File: src/rtl/fetch_control.sv
// Fetch-stage control: load-use stalls, EX redirects with IF/ID flush, and memory freezes.
// Optional perf counters (stall_cycles, flush_cycles) are built when FETCH_CTRL_PERF_EN is defined.
module fetch_control #(
    parameter int unsigned WIDTH_PC     = 32,
    parameter int unsigned REG_ADDR_W   = 5,
    parameter int unsigned FLUSH_CYCLES = 2
`ifdef FETCH_CTRL_PERF_EN
    ,
    parameter int unsigned CNT_W        = 16
`endif
) (
    input  logic                  clock,
    input  logic                  reset,
    input  logic                  id_valid,
    input  logic [REG_ADDR_W-1:0] id_rs1,
    input  logic [REG_ADDR_W-1:0] id_rs2,
    input  logic                  ex_mem_read,
    input  logic [REG_ADDR_W-1:0] ex_rd,
    input  logic                  ex_branch_taken,
    input  logic [WIDTH_PC-1:0]   ex_branch_target,
    input  logic                  mem_busy,
    output logic                  pc_load,
    output logic                  if_id_load,
    output logic                  mux3_selector,
    output logic [WIDTH_PC-1:0]   pc_branch_in,
    output logic                  if_id_flush,
    output logic                  id_ex_bubble
`ifdef FETCH_CTRL_PERF_EN
    ,
    output logic [CNT_W-1:0]      stall_cycles,
    output logic [CNT_W-1:0]      flush_cycles
`endif
);

    typedef enum logic [1:0] {
        StRun       = 2'd0,
        StLoadStall = 2'd1,
        StFlush     = 2'd2,
        StFreeze    = 2'd3
    } state_e;

    localparam logic [1:0] FlushInit = 2'(FLUSH_CYCLES - 1);

    state_e              state_q, state_d;
    logic [1:0]          flush_cnt_q, flush_cnt_d;
    logic                pend_valid_q, pend_valid_d;
    logic [WIDTH_PC-1:0] pend_target_q, pend_target_d;

    logic                hazard;
    logic                redirect;
    logic [WIDTH_PC-1:0] redirect_target;
    logic                pc_load_c, if_id_load_c, mux_c, flush_c, bubble_c;
    logic [WIDTH_PC-1:0] target_c;

    assign hazard = ex_mem_read && (ex_rd != '0) && id_valid &&
                    ((ex_rd == id_rs1) || (ex_rd == id_rs2));

    always_comb begin
        state_d         = state_q;
        flush_cnt_d     = flush_cnt_q;
        pend_valid_d    = pend_valid_q;
        pend_target_d   = pend_target_q;
        pc_load_c       = 1'b1;
        if_id_load_c    = 1'b1;
        mux_c           = 1'b0;
        target_c        = '0;
        flush_c         = 1'b0;
        bubble_c        = 1'b0;
        redirect        = 1'b0;
        redirect_target = '0;

        if (mem_busy) begin
            // Freeze the front end; a branch resolved meanwhile is replayed on thaw.
            pc_load_c    = 1'b0;
            if_id_load_c = 1'b0;
            state_d      = StFreeze;
            flush_cnt_d  = '0;
            if (ex_branch_taken) begin
                pend_valid_d  = 1'b1;
                pend_target_d = ex_branch_target;
            end
        end else begin
            if (state_q == StFreeze && pend_valid_q) begin
                redirect        = 1'b1;
                redirect_target = pend_target_q;
                pend_valid_d    = 1'b0;
            end else if (ex_branch_taken) begin
                redirect        = 1'b1;
                redirect_target = ex_branch_target;
            end

            if (redirect) begin
                mux_c       = 1'b1;
                target_c    = redirect_target;
                flush_c     = 1'b1;
                bubble_c    = 1'b1;
                state_d     = (FLUSH_CYCLES > 1) ? StFlush : StRun;
                flush_cnt_d = (FLUSH_CYCLES > 1) ? FlushInit : 2'd0;
            end else if (hazard && state_q != StLoadStall) begin
                // flush_cnt deliberately holds here.
                pc_load_c    = 1'b0;
                if_id_load_c = 1'b0;
                bubble_c     = 1'b1;
                state_d      = StLoadStall;
            end else begin
                state_d     = StRun;
                flush_cnt_d = '0;
                if (state_q == StFlush) begin
                    flush_c = 1'b1;
                    if (flush_cnt_q > 2'd1) begin
                        flush_cnt_d = flush_cnt_q - 2'd1;
                        state_d     = StFlush;
                    end
                end
            end
        end
    end

    always_ff @(posedge clock or posedge reset) begin
        if (reset) begin
            state_q       <= StRun;
            flush_cnt_q   <= '0;
            pend_valid_q  <= 1'b0;
            pend_target_q <= '0;
        end else begin
            state_q       <= state_d;
            flush_cnt_q   <= flush_cnt_d;
            pend_valid_q  <= pend_valid_d;
            pend_target_q <= pend_target_d;
        end
    end

    // All outputs are forced low while reset is held.
    assign pc_load       = ~reset & pc_load_c;
    assign if_id_load    = ~reset & if_id_load_c;
    assign mux3_selector = ~reset & mux_c;
    assign if_id_flush   = ~reset & flush_c;
    assign id_ex_bubble  = ~reset & bubble_c;
    assign pc_branch_in  = reset ? '0 : target_c;

`ifdef FETCH_CTRL_PERF_EN
    logic [CNT_W-1:0] stall_q, flushc_q;

    always_ff @(posedge clock or posedge reset) begin
        if (reset) begin
            stall_q  <= '0;
            flushc_q <= '0;
        end else begin
            if (!pc_load && stall_q != '1) begin
                stall_q <= stall_q + 1'b1;
            end
            if (if_id_flush && flushc_q != '1) begin
                flushc_q <= flushc_q + 1'b1;
            end
        end
    end

    assign stall_cycles = stall_q;
    assign flush_cycles = flushc_q;
`endif

endmodule
File: config.mk
export PLATFORM = sky130hd
export DESIGN_NAME = fetch_control
export DESIGN_NICKNAME = d
export VERILOG_FILES = /design/src/rtl/fetch_control.sv
export SDC_FILE = /design/constraint.sdc
export NUM_CORES = 1
export LEC_CHECK = 0
export BUFFER_PORTS_ARGS = -buffer_cell sky130_fd_sc_hd__buf_2
export CORE_MARGIN = 2
export CORE_UTILIZATION = 40
export CTS_CLUSTER_SIZE = 24
export DETAILED_ROUTE_END_ITERATION = 12
export PLACE_DENSITY = 0.77
export SETUP_SLACK_MARGIN = 0.02
export SYNTH_ARGS = -nofsm -noshare
export SYNTH_HDL_FRONTEND = slang
export SYNTH_SLANG_ARGS = --single-unit
File: constraint.sdc
create_clock -name clock -period 2.3 [get_ports clock]
set_input_delay 0.345 -clock clock [delete_from_list [all_inputs] [get_ports clock]]
set_output_delay 0.345 -clock clock [all_outputs]
set_load 0.005 [all_outputs]
==> results.md <==
- Drt initial violations: 69
- Synth top area share: 42.5%
- Synthesis Warnings: 0
- Grt ovf: 0
- Avg Cell Area, Syn: 9.57 µm²
- Total Routing Usage GR: 16.4%
- Met1 Use GR: 20.8%
- Switch share: 27.0%
- Post-synth EDFFs: 0
- Die Span Y: 77.8 µm
- Worst path max stage delay: 0.43 ns
- Met3 Usage GRT: 3.60%
- Dpl hpwl: 3490 µm
- Int Power: 1.16 mW
- Largest family of logic cells by synthesized area: multiplexers
- Critical Path RT: 1.96 ns
- Cell Count Post-Placement: 378
- Top Ports: 90
- Final Hold Fails: 0
- Pwr dens: 573 nW/µm²
- Clock skew: 0.00109 ns
- Die ar.: 6060 µm²
- Mapped Cells: 228
- RSZ-0062 raised after global routing: true
- Worst-Skew Late Latency: 0.27 ns
- Synth Area in Adders: 0%
- Chip width: 77.8 µm
- Tmin final: 2.20 ns
- CTS buffer count: 5
- Pre-CTS setup slack: 0.334 ns
- Number of H-tree levels: 2
- Share of layout cells above drive strength 1: 52.5%
- Row Count: 26
- Top cells by area, synth: dfrtp_1 (42%), mux2_2 (17%), nand2_1 (12%)
- Fin util: 53.6%
- Critical path class: reg2out
- Seq pwr share: 49.2%
- Worst setup SP type: flop
- Vias after detailed routing: 1919
- Antenna violations before repair: 0
- VDD IR max: 0.000350 V
- Post-Synth XOR/XNOR Area: 4.02%
- WP buf/inv: 2
- Vias per std cell: 4.97
- Net Sw Power: 0.430 mW
- Initial Util: 42.2%
- Distinct cells, synth: 28
- Max Root-Sink Buffers: 2
- PortBufs: 89
- Fin crit share: 95.5%
- First-pass GRT wire length: 8160 µm
- Sequential fraction of the synthesis area: 42.5%
- Multiplexer share of the synthesized area: 16.5%
- N_diodes: 0
- Outcome: complete, no violations
- Fill cells: 463
- Maxcap violations: 0
- Post-synth top cells: nand2_1 (69), dfrtp_1 (37), mux2_2 (32), a21oi_2 (28), xnor2_1 (10)
- Largest net degree at the start of global routing: 38
- Setup TNS: 0 ns
- Main flop type after synthesis: dfrtp_1
- Post-synthesis simple-gate area fraction: 15.2%
- CTS sink cnt: 37
- Final-report setup violation count: 0
- Worst setup slack after layout: 0.105 ns
- Synth Register Bits: 37
- Relative slew margins: 69.4%
- Worst-margin pin slew: 0.458 ns
- Max frequency: 0.455 GHz
- Reg clk slew, reported paths: 0.07 ns
- Slowest cell on the critical path: or3_2
- Antenna Nets Post-Route: 0
- GR Util met2: 28.0%
- GR peak layer: met2
- DRC: 0
- Hold_ws: 0.236 ns
- Nets: 369
- DR pass1 iterations: 6
- Root Buffer: clkbuf_8
- Gpl congestion: 0.841
- Hold crit path type: in2async
- Post-synthesis async set-or-reset flop share: 100%
- Syn Std Cell Area: 2180 µm²
- Most common cell in the netlist: nand2_1
- WL/cell: 12.2 µm
- Number of max-slew violations in the final report: 0
- Clock Power Share: 27.6%
- Core box area: 5170 µm²
- Leak pwr: 1.37 nW
- Area leader, netlist: dfrtp_1
- # hold bufs at CTS: 0
- Critical-path cell list: and3_1, nor2_2, or3_2, buf_6, a21oi_1, buf_2
- Worst Setup End Kind: output pin
- Layout Cells excl Fill: 386
- CP Max Fanout: 19
- CTS tree: done
- Combinational power share: 23.2%
- Layout overhead on the synthesized area: 27.2%
- Crit path arrival time: 1.85 ns
- Worst path top cell family by delay: simple AND/OR/NAND/NOR gates
- Syn_nets: 281
- Compound-cell area share of the yosys netlist: 16.4%
- WL final: 4700 µm
- Vias in the first global route: 1820
-- power groups by stage --
stage / Combinational [mW] / Sequential [mW] / Clock, mW
floorplan: 0.253 / 0.783 / 0
global placement: 0.361 / 0.790 / 0
detailed placement: 0.371 / 0.794 / 0
CTS: 0.372 / 0.782 / 0.457
global route: 0.415 / 0.795 / 0.480
finish: 0.368 / 0.782 / 0.439
-- per-stage QoR --
step,power [mW],instance area [µm²]
3_3_place_gp,1.15,2680
5_1_grt,1.69,2770
2_1_floorplan,1.04,2180
6_report,1.59,2770
4_1_cts,1.61,2760
3_5_place_dp,1.17,2680
-- layout by cell type (no fill, tap or decap), drive strengths merged --
cell / instances
buf: 98
nor2: 4
a211oi: 1
a21oi: 34
and3: 2
o311a: 1
dfrtp: 37
a21o: 1
o31ai: 1
a2111o: 1
nand3: 4
and2: 1
o41ai: 1
o22ai: 1
o211ai: 1
xnor2: 10
inv: 5
or3: 1
a31oi: 1
clkbuf: 7
mux2: 32
nand2: 69
o211a: 1
nor3: 2
-- state kept, by name, indices dropped and copies added (netlist names) --
| signal | count |
|---|---|
| pend_target_q | 32 |
| pend_valid_q | 1 |
| flush_cnt_q | 2 |
| state_q | 2 |
-- layout make-up --
class / count / area [µm²] / area share, %
Inverter: 5 / 18.8 / 0.677
Timing Repair Buffer: 98 / 517 / 18.6
Multi-Input combinational cell: 169 / 1140 / 41.0
Sequential cell: 37 / 926 / 33.4
Clock buffer: 7 / 86.3 / 3.11
Tap cell: 70 / 87.6 / 3.16
-- final timing paths --
check | start | end | slack (ns) | cells after the start
min in group clock | ex_branch_target[23] | pend_target_q[23] | 0.31 | 2
setup / recovery | state_q[1] | pc_branch_in[1] | 0.10 | 6
hold / removal | reset | pend_target_q[28] | 0.24 | 3
max in group asynchronous | reset | pend_target_q[11] | 1.74 | 3
hold reg to reg | pend_target_q[0] | pend_target_q[0] | 0.51 | 1
setup reg to reg | state_q[0] | flush_cnt_q[0] | 0.91 | 5
-- cell families after synthesis --
family,count (synthesis)
xor gates and xnor gates,10
AOI/OAI and AO/OA,44
buffers and inverters,22
DFF,37
muxes,32
and+or+nand+nor,83
-- layer usage --
metal	routed length, µm	part of all wire [%]	up-vias
met5	0	0	-
met4	36	0.77	0
met3	261	5.5	5
met2	2300	49	54
met1	2100	45	921
li1	-	-	939
-- tightest hold or removal path: cells and delay by family --
kind / cells / cell delay (ns)
buffers and inverters: 3 / 0.60
-- timing repair --
item,in CTS,in global routing
setup endpoints to repair,0,32
setup buffers,0,1
gates resized for setup,0,1
endpoints found under the hold margin,0,0
Power figures use the tool's default switching activity.
